--- src/rtl/conv2d_kernel_scheduler.sv ---
// Layer sequencer for one conv2d layer: walks output channels (kernel loads) and
// input channels (MAC passes), stepping the kernel read address and flushing per kernel.
module conv2d_kernel_scheduler #(
   parameter int CH_W     = 9,
   parameter int UPD_WAIT = 3
) (
   input  logic            clk,
   input  logic            Reset,
   input  logic            start,
   input  logic [CH_W-1:0] cfg_in_channels,
   input  logic [CH_W-1:0] cfg_out_channels,
   input  logic            done_loading_1ker,
   input  logic            last_channel,
   input  logic            conv_done,
   input  logic            flush_ack,
   output logic            load_BRAM_dina,
   output logic            update_BRAM_doutb,
   output logic            conv_start,
   output logic            acc_clear,
   output logic            acc_flush,
   output logic [CH_W-1:0] oc_index,
   output logic [CH_W-1:0] ic_index,
   output logic            busy,
   output logic            done,
   output logic            sched_err
);

   localparam int              HOLD_W    = (UPD_WAIT > 1) ? $clog2(UPD_WAIT) : 1;
   localparam logic [HOLD_W-1:0] HOLD_LAST = HOLD_W'(UPD_WAIT - 1);
   localparam logic [CH_W-1:0]   ONE       = CH_W'(1);

   typedef enum logic [3:0] {
      S_IDLE,
      S_LOAD,
      S_WAIT_LOAD,
      S_SETTLE,
      S_CLR,
      S_CONV,
      S_WAIT_CONV,
      S_UPD,
      S_UPD_HOLD,
      S_FLUSH,
      S_DONE
   } state_t;

   state_t            state;
   state_t            state_n;
   logic [CH_W-1:0]   n_lat;
   logic [CH_W-1:0]   m_lat;
   logic [HOLD_W-1:0] hold_cnt;
   logic              last_flag;

   logic start_ok;
   logic cfg_zero;
   logic ic_last;
   logic oc_last;
   logic hold_end;
   logic flush_done;
   logic last_seen;

   logic load_d;
   logic upd_d;
   logic conv_d;
   logic clr_d;
   logic flush_d;
   logic busy_d;
   logic done_d;

   assign start_ok   = (state == S_IDLE) && start;
   assign cfg_zero   = (cfg_in_channels == '0) || (cfg_out_channels == '0);
   assign ic_last    = (ic_index + ONE) == n_lat;
   assign oc_last    = (oc_index + ONE) == m_lat;
   assign hold_end   = (state == S_UPD_HOLD) && (hold_cnt == HOLD_LAST);
   assign flush_done = (state == S_FLUSH) && flush_ack;
   // last_channel on the final hold cycle still counts toward the flag
   assign last_seen  = last_flag | last_channel;

   always_ff @(posedge clk or posedge Reset) begin
      if (Reset) state <= S_IDLE;
      else       state <= state_n;
   end

   always_comb begin
      state_n = state;
      case (state)
         S_IDLE:      if (start) state_n = cfg_zero ? S_DONE : S_LOAD;
         S_LOAD:      state_n = S_WAIT_LOAD;
         S_WAIT_LOAD: if (done_loading_1ker) state_n = S_SETTLE;
         S_SETTLE:    state_n = S_CLR;
         S_CLR:       state_n = S_CONV;
         S_CONV:      state_n = S_WAIT_CONV;
         S_WAIT_CONV: if (conv_done) state_n = S_UPD;
         S_UPD:       state_n = S_UPD_HOLD;
         S_UPD_HOLD:  if (hold_end) state_n = ic_last ? S_FLUSH : S_CONV;
         S_FLUSH:     if (flush_ack) state_n = oc_last ? S_DONE : S_LOAD;
         S_DONE:      state_n = S_IDLE;
         default:     state_n = S_IDLE;
      endcase
   end

   always_comb begin
      load_d  = (state == S_LOAD);
      upd_d   = (state == S_UPD);
      conv_d  = (state == S_CONV);
      clr_d   = (state == S_CLR);
      done_d  = (state == S_DONE);
      busy_d  = (state != S_IDLE) && (state != S_DONE);
      // flush level tracks the FLUSH state itself so it drops with the accepted ack
      flush_d = (state_n == S_FLUSH);
   end

   // registered command outputs, one cycle behind the state that issues them
   always_ff @(posedge clk or posedge Reset) begin
      if (Reset) begin
         load_BRAM_dina    <= 1'b0;
         update_BRAM_doutb <= 1'b0;
         conv_start        <= 1'b0;
         acc_clear         <= 1'b0;
         acc_flush         <= 1'b0;
         busy              <= 1'b0;
         done              <= 1'b0;
      end else begin
         load_BRAM_dina    <= load_d;
         update_BRAM_doutb <= upd_d;
         conv_start        <= conv_d;
         acc_clear         <= clr_d;
         acc_flush         <= flush_d;
         busy              <= busy_d;
         done              <= done_d;
      end
   end

   always_ff @(posedge clk or posedge Reset) begin
      if (Reset) begin
         oc_index  <= '0;
         ic_index  <= '0;
         sched_err <= 1'b0;
      end else if (start_ok) begin
         oc_index  <= '0;
         ic_index  <= '0;
         sched_err <= 1'b0;
      end else if (hold_end) begin
         if (last_seen != ic_last) sched_err <= 1'b1;
         if (!ic_last)             ic_index  <= ic_index + ONE;
      end else if (flush_done) begin
         ic_index <= '0;
         oc_index <= oc_index + ONE;
      end
   end

   always_ff @(posedge clk or posedge Reset) begin
      if (Reset) begin
         hold_cnt  <= '0;
         last_flag <= 1'b0;
      end else if (state == S_UPD) begin
         hold_cnt  <= '0;
         last_flag <= 1'b0;
      end else if (state == S_UPD_HOLD) begin
         hold_cnt  <= hold_cnt + HOLD_W'(1);
         last_flag <= last_seen;
      end
   end

   // layer dimensions are pure data, only meaningful after an accepted start
   always_ff @(posedge clk) begin
      if (start_ok) begin
         n_lat <= cfg_in_channels;
         m_lat <= cfg_out_channels;
      end
   end

endmodule
--- config.mk ---
export PLATFORM = sky130hd
export DESIGN_NAME = conv2d_kernel_scheduler
export DESIGN_NICKNAME = d
export VERILOG_FILES = /design/src/rtl/conv2d_kernel_scheduler.sv
export SDC_FILE = /design/constraint.sdc
export NUM_CORES = 1
export LEC_CHECK = 0
export CORE_AREA = 2 2 75 77
export CTS_BUF_LIST = sky130_fd_sc_hd__clkbuf_4 sky130_fd_sc_hd__clkbuf_8 sky130_fd_sc_hd__clkbuf_16
export DETAILED_ROUTE_END_ITERATION = 7
export DIE_AREA = 0 0 77 79
export PLACE_DENSITY = 0.78
export SLEW_MARGIN = 20
export SYNTH_ARGS = -nofsm -noshare
export SYNTH_HDL_FRONTEND = slang
export SYNTH_SLANG_ARGS = --single-unit
--- constraint.sdc ---
create_clock -name clk -period 2.8 [get_ports clk]
set_input_delay 0.28 -clock clk [delete_from_list [all_inputs] [get_ports clk]]
set_output_delay 0.28 -clock clk [all_outputs]
set_load 0.02 [all_outputs]
After elaboration in Yosys (flattened, before gate mapping)
Cells that the tools add are included.

cells by class
  reductions and logical operators = 17
  bitwise operators = 1
  mux-type cells = 23
  add/sub/neg operators = 3
  equal/unequal tests = 18

operators by type and width
  operator                                              number
  two-way mux 9 bit                                     7
  case mux 4 bit (10 select lines)                      1
  two-way mux 4 bit                                     8
  adder 9 x 1 -> 9 bit (second input constant)          2
  equality test 9 bit                                   2
  zero test 9 bit                                       2
  equality test 4 x 3 -> 1 bit (second input constant)  4
  equality test 4 bit (second input constant)           4
  equality test 4 x 2 -> 1 bit (second input constant)  2
  nonzero test 2 bit                                    4
  AND reduction 2 bit                                   3
  two-way mux 1 bit                                     5
  equality test 4 x 1 -> 1 bit (second input constant)  1
  logical AND 1 bit                                     4
  zero test 4 bit                                       1
  two-way mux 2 bit                                     2
  != test 4 bit (second input constant)                 1
  nonzero test 4 bit                                    1
  != test 3 bit (second input constant)                 1
  nonzero test 3 bit                                    1
  adder 2 x 1 -> 2 bit (second input constant)          1
  equality test 2 bit (second input constant)           1
  != test 2 bit (second input constant)                 1
  logical OR 1 bit                                      1
  2 further kinds                                       2

word-level totals
  register bits = 51
  logic and storage cells = 77
  input port bits = 25

Depth between registers and ports, before layout
Gate-level depths: netlist of run 1.

  word-level depth = 6
  gate-level depth with buffers = 9
  mapped depth without buffers = 8

Worst setup path after synthesis of run 1
No wires, ideal clock.

  kind = reg-to-reg
  start point = register ic_index[0]
  end point = register ic_index[3]
  data arrival time = 2.485 ns
  setup slack = 0.172 ns
  cell stages (with the launch flop) = 10
  library setup time = 0.144 ns
  cell sequence = dfrtp_1 > ha_1 > and3_1 > buf_4 > o22ai_1 > or4_1 > nor4_2 > a21oi_1 > a41oi_1 > a31oi_1

on the way
  cells in the longest elaborated chain, start to end = 4
  elaborated cells on any way between the ends = 7

ends and longest elaborated chain
  what                                                                       line     RTL
  from (decl)                                                                22       output logic [CH_W-1:0] ic_index,
  from (signal assigned)                                                     144      if (!ic_last) ic_index <= ic_index + ONE;
  adder 9 x 1 -> 9 bit *                                                     71, 144
  equality test 9 bit or two-way mux 9 bit (tied branches)                   71, 144
  != test 3 bit (no source line) or two-way mux 9 bit (tied branches)        --
  AND reduction 2 bit (no source line) or two-way mux 9 bit (tied branches)  --

Mark *: on every way between the ends. The rest lies on a longest branch, timed or not. The select of a mux whose other input is x is not followed.
A chain may end at the register's enable or synchronous reset.

Worst setup path after layout of run 1
  start point = register ic_index[1]
  end point = register acc_flush

on the way
  cells in the longest elaborated chain, start to end = 6

ends and longest elaborated chain
  what                              line  RTL
  adder 9 x 1 -> 9 bit              71    assign ic_last = (ic_index + ONE) == n_lat;
  equality test 9 bit               71
  two-way mux 4 bit (2 in a row)    94    S_UPD_HOLD: if (hold_end) state_n = ic_last ? S_FLUSH : S_CONV;
  case mux 4 bit (10 select lines)  85    case (state)
  via state_n[2]                    47    state_t state_n;
  equality test 4 bit               109   flush_d = (state_n == S_FLUSH);
  via flush_d                       65    logic flush_d;
  to (signal assigned)              127   acc_flush <= flush_d;
  to (decl)                         20    output logic acc_flush,

The timed path passes the listed nets, and every way through them passes these cells.

==> flow_summary_export.csv, run 1 <==
group,metric,value,unit
sta,hold_viol,0,
final_layout,layout.nets,346,
clock_tree,clk_pin_slew,0.10,ns
sta,fmax,0.370,GHz
critical_path,cp_slowest_stage_delay,0.59,ns
global_routing,grt_pass1_vias,2032,
pwr,p_leak,0.00133,µW
routing,vias,2133,
sta,hold_slack,0.440,ns
synthesis,synth_area,2630,µm²
critical_path,r2r_end,"acc_flush",
routing,wl_per_cell,15.1,µm
pwr,powerDensity,633,nW/µm²
critical_path,reg2reg_from,"ic_index[1]",
pwr,vdd_drop_max,0.474,mV
clock_tree,clk_latency,0.31,ns
final_layout,antenna_cells,0,
critical_path,rrSetupSlack,0.1,ns
clock_tree,numCtsBuffers,5,
synthesis,synthTopCellsByArea,"dfrtp_1 31%, edfxtp_1 21%, xnor2_1 5.0%",
synthesis,synth_top_family_by_area,"simple AND/OR/NAND/NOR gates",
job,drv_cap,0,
synthesis,synthTopCellsByCount,"33 x dfrtp_1, 27 x nand2_1, 23 x nor2_1, 19 x o21ai_0, 18 x edfxtp_1",
placed_design,io_buffer_count,50,
placed_design,place.gp.congestion,0.856,
routing,routed_wl,5900,µm
sta,drv_slew,0,
synthesis,postSynthCellCount,263,
synthesis,async_reset_ff_frac,0.647,
routing,drt-vias-per-instance,5.46,
sta,finalSetupViolCount,0,
synthesis,synth.mux.area_fraction,0.0119,
synthesis,synth_compound_area_frac,0.138,
synthesis,postSynthAreaPerCell,10.0,µm²
sta,worst_slack,0.0987,ns
critical_path,cp-startpoint,"ic_index[1]",
critical_path,crit_chain,"ha_2 > and3_2 > o22ai_1 > or4_1 > nor4_4 > and2_4 > o22ai_2 > nor4b_2",
sta,worstMarginPinSlew,0.841,ns
synthesis,yosys_warnings,0,
synthesis,yosys.area_share.adder,0.0143,
critical_path,crit_fanout,6,
critical_path,reg2regPathDepth,8,
global_routing,grt_antenna_before_repair,0,
clock_tree,cts-root-buf,"clkbuf_8",
die,die_h,79,µm
die,die_x,77,µm
clock_tree,cts_buffer_depth,2,
routing,dr.pass1.iters,5,
synthesis,post-synth-top-area-cell,"dfrtp_1",
global_routing,track_usage,0.202,
critical_path,crit_family,"simple AND/OR/NAND/NOR gates",
sta,fin_crit,2.70,ns
final_layout,multi_input_comb_area,1200,µm²
clock_tree,postCtsHoldBufs,0,
critical_path,crit_buf_inv,0,
critical_path,cp-start-kind,"register",
synthesis,ys_seq_area_frac,0.519,
critical_path,cp.required,3.02,ns
sta,skew,0.0101,ns
routing,drc,0,
worst_hold_path,hold_class,"input port to async pin",
critical_path,arrival,2.92,ns
synthesis,ys.flop_type,"dfrtp_1",
clock_tree,cts_max_level,2,
die,row_count,27,
routing,initialDrtViolationCount,187,
sta,rsz0062_at_grt,"false",
synthesis,synth_xor_area_frac,0.0831,
critical_path,cp.depth,8,
sta,slew_headroom,0.439,
critical_path,endpoint_kind,"register",
die,start_util,0.493,
die,die-area,6080,µm²
final_layout,fill_cells,472,
die,io-pin-count,51,
synthesis,synth-seq-cells,51,
critical_path,crit_type,"register to register",
synthesis,synth_top_area_share,0.314,
synthesis,yosys.area_share.simple,0.204,
placed_design,post-dp-hpwl,4340,µm
final_layout,drive_above_1_share,0.0940,
sta,finalCritPeriodShare,0.965,
clock_tree,cts_tree,"yes",
synthesis,synth.most_common_cell,"dfrtp_1",
global_routing,grt-ovfl-total,0,
placed_design,dpl_worst_slack,0.0438,ns
synthesis,synthesis.nets,291,
global_routing,grt_pass1_wl,9690,µm
outcome,outcome,"finished, final reports clean",
final_layout,syn2layout_area_growth,27.5,%
sta,tns,0,ns
routing,ant_nets,0,
critical_path,slowest_stage,"or4_1",
synthesis,synth_edf_count,18,
synthesis,ys_types,49,
final_layout,seq_area,1370,µm²
global_routing,grt_max_degree,22,
die,core-area,5340,µm²
clock_tree,clock-sinks,51,
==> sequential cells by signal (all words and copies together), names as in the netlist, 2 cells and up <==
name	cells
hold_cnt	2
oc_index	9
m_lat	9
state	4
n_lat	9
ic_index	9
==> repair_timing <==
item / in CTS / in global routing
endpoints found under the setup margin: 0 / 10
buffers inserted: 0 / 0
resized for setup: 0 / 4
==> layout by cell type, fill, tap and decap left out, drive strengths merged, types with 2 or more instances in the layout <==
| cell type | instances |
|---|---|
| and4 | 2 |
| mux2i | 2 |
| clkdlybuf4s50 | 50 |
| buf | 10 |
| a41oi | 2 |
| clkbuf | 5 |
| a31oi | 9 |
| inv | 9 |
| a31o | 2 |
| xnor2 | 15 |
| dfrtp | 33 |
| nand2 | 27 |
| o21ai | 20 |
| nor2 | 23 |
| edfxtp | 18 |
| and3 | 6 |
| nor4 | 6 |
| nand4 | 3 |
| o31ai | 3 |
| ha | 3 |
| clkinvlp | 2 |
| or3 | 3 |
| nor2b | 4 |
| xor2 | 10 |
| o22ai | 2 |
| nand2b | 8 |
| a21oi | 10 |
| nand3 | 8 |
| and2 | 4 |
| nor3 | 7 |
==> layer usage <==
metal | vias to the layer above | part of all wire | GRT usage
met5 | - | 0 | 0
met4 | 0 | 0.0088 | 0.0571
met3 | 6 | 0.053 | 0.0420
met2 | 62 | 0.48 | 0.325
met1 | 1015 | 0.46 | 0.279
li1 | 1050 | - | -
==> logic make-up after synthesis <==
logic type / Yosys count
DFF: 51
xor gates and xnor gates: 25
and+or+nand+nor: 104
adders and majority gates: 3
AOI/OAI and AO/OA: 57
muxes: 3
buffers and inverters: 20
==> report_power, final <==
group          leakage (µW)  switching [µW]  internal, µW  total, µW
Clock             0.0000408             260           179        439
Sequential         0.000613             114           915       1030
Combinational      0.000680             355           303        659
==> through the flow <==
step           area [µm²]  utilization  total power [µW]  std cells
2_1_floorplan        2630            -              1450        263
3_3_place_gp         3250        0.609              1680        383
3_5_place_dp         3250        0.609              1700        383
4_1_cts              3340        0.626              2140        391
5_1_grt              3360        0.629              2260        391
6_report             3360        0.629              2130        391
==> worst max path at each step <==
stage               slack (ns)          end
finish                     0.1    acc_flush
global route             0.005    acc_flush
CTS                       0.03  ic_index[3]
detailed placement        0.04  ic_index[3]
global placement          0.15  ic_index[3]
floorplan                 0.17  ic_index[3]
==> cell type report <==
| class | instances | share of cell area |
|---|---|---|
| inverters | 8 | 0.00894 |
| flip-flops and latches | 51 | 0.407 |
| multi-input cells | 192 | 0.358 |
| repair buffers | 60 | 0.171 |
| clock buffers | 5 | 0.0205 |
| well taps | 72 | 0.0268 |
| clock inverters | 3 | 0.00708 |
No activity file was read; power rests on OpenSTA's default activity.
==> inputs of run 2 (changes only) <==
- SETUP_SLACK_MARGIN: not set -> 0.02
==> flow_summary_export.csv, run 2 (same netlist as run 1, synthesis figures left out) <==
group,metric,value,unit
global_routing,grt-ovfl-total,0,
pwr,vdd_drop_max,0.475,mV
routing,dr.pass1.iters,5,
die,core-area,5340,µm²
die,io-pin-count,51,
final_layout,drive_above_1_share,0.0969,
sta,hold_viol,0,
final_layout,final_cell_mix,"50 x clkdlybuf4s50_1, 33 x dfrtp_1, 27 x nand2_1",
sta,skew,0.00965,ns
final_layout,final_cell_area,3370,µm²
sta,slew_headroom,0.440,
clock_tree,clk_pin_slew,0.10,ns
pwr,powerDensity,633,nW/µm²
critical_path,rrSetupSlack,0.21,ns
routing,drc,0,
clock_tree,cts-root-buf,"clkbuf_8",
clock_tree,cts_tree,"yes",
clock_tree,numCtsBuffers,5,
pwr,p_leak,0.00134,µW
clock_tree,clk_latency,0.31,ns
die,row_count,27,
critical_path,cp.required,3.02,ns
placed_design,io_buffer_count,50,
routing,drt-vias-per-instance,5.49,
critical_path,crit_fanout,6,
critical_path,crit_type,"register to register",
die,die-area,6080,µm²
final_layout,stdcell_count,392,
critical_path,endpoint_kind,"register",
sta,fin_crit,2.59,ns
critical_path,crit_end,"acc_flush",
clock_tree,cts_buffer_depth,2,
worst_hold_path,hold_class,"input port to async pin",
routing,vias,2152,
critical_path,cp-startpoint,"ic_index[1]",
clock_tree,clock-sinks,51,
final_layout,fill_cells,471,
sta,finalCritPeriodShare,0.924,
routing,wl_per_cell,15.1,µm
global_routing,grt_pass1_vias,2032,
outcome,outcome,"finished, final reports clean",
global_routing,grt_max_degree,22,
sta,drv_slew,0,
final_layout,finish.utilization,0.631,
global_routing,grt_antenna_before_repair,0,
routing,routed_wl,5910,µm
placed_design,place_inst,383,
sta,finalSetupViolCount,0,
global_routing,grt_pass1_wl,9690,µm
sta,fmax,0.387,GHz
sta,tns,0,ns
critical_path,reg2reg_from,"ic_index[1]",
sta,worstMarginPinSlew,0.840,ns
global_routing,track_usage,0.202,
final_layout,layout.nets,347,
final_layout,mostFrequentLayoutCell,"clkdlybuf4s50_1",
job,drv_cap,0,
final_layout,antenna_cells,0,
routing,initialDrtViolationCount,161,
final_layout,syn2layout_area_growth,27.8,%
placed_design,placed_area,3250,µm²
critical_path,r2r_end,"acc_flush",
sta,hold_slack,0.437,ns
placed_design,place.gp.congestion,0.856,
sta,rsz0062_at_grt,"false",
critical_path,cp-start-kind,"register",
die,die_h,79,µm
critical_path,reg2regPathDepth,8,
die,start_util,0.493,
placed_design,post-dp-hpwl,4340,µm
critical_path,arrival,2.81,ns
routing,ant_nets,0,
die,die_x,77,µm
clock_tree,cts_max_level,2,
clock_tree,postCtsHoldBufs,0,
## run 2: cell types whose count changed in the layout (fill, tap and decap cells not counted), sizes merged
cell,delta
buf,+1
## run 2: where the power goes
group	total, µW	leakage (µW)	switching (µW)	internal, µW
Combinational	659	0.000686	356	303
Sequential	1030	0.000613	115	915
Clock	441	0.0000408	262	179
## run 2: what timing repair did
item / CTS / global route
setup endpoints to repair: 0 / 10
resized for setup: 0 / 4
buffers inserted: 0 / 1
## run 2: stage by stage
stage,setup WS [ns],power [µW]
6_report,0.214,2130
5_1_grt,0.0823,2260
4_1_cts,0.0313,2140
3_5_place_dp,0.0438,1700
3_3_place_gp,0.151,1680
2_1_floorplan,0.172,1450
## run 2: critical path, stage by stage, from the launching register on
cell	delay, ns
dfrtp_1	0.37
ha_2	0.24
and3_2	0.25
o22ai_1	0.10
or4_1	0.59
nor4_4	0.33
and2_4	0.24
o22ai_2	0.09
nor4b_2	0.28
## run 2: final cells by class
| type | count | area (µm²) | share of cell area |
|---|---|---|---|
| Clock buffer | 5 | 68.8 | 0.0204 |
| Tap cell | 72 | 90.1 | 0.0268 |
| Inverter | 8 | 30.0 | 0.00892 |
| Multi-Input combinational cell | 192 | 1200 | 0.358 |
| Sequential cell | 51 | 1370 | 0.406 |
| Clock inverter | 3 | 23.8 | 0.00706 |
| Timing Repair Buffer | 61 | 583 | 0.173 |
## run 2: worst min-delay path by stage
stage	startpoint	endpoint	cells after the start
after floorplan	cfg_out_channels[0]	m_lat[0]	0
after global placement	last_flag	last_flag	2
after detailed placement	sched_err	sched_err	2
after CTS	Reset	oc_index[0]	2
after global routing	Reset	acc_flush	2
final	Reset	oc_index[3]	2
## run 2: per-layer routing
layer / track usage / wire length, µm / up-vias / part of all wire
li1: - / - / 1052 / -
met1: 0.279 / 2690 / 1030 / 0.46
met2: 0.325 / 2820 / 62 / 0.48
met3: 0.0420 / 318 / 8 / 0.054
met4: 0.0571 / 79 / 0 / 0.013
met5: 0 / 0 / - / 0
==> inputs of run 3 (changes only) <==
- ABC_CLOCK_PERIOD_IN_PS: not set -> 2800
- CTS_CLUSTER_SIZE: not set -> 20
==> results of run 3 <==
The final DEF is identical to that of run 2; final timing and power are the same.
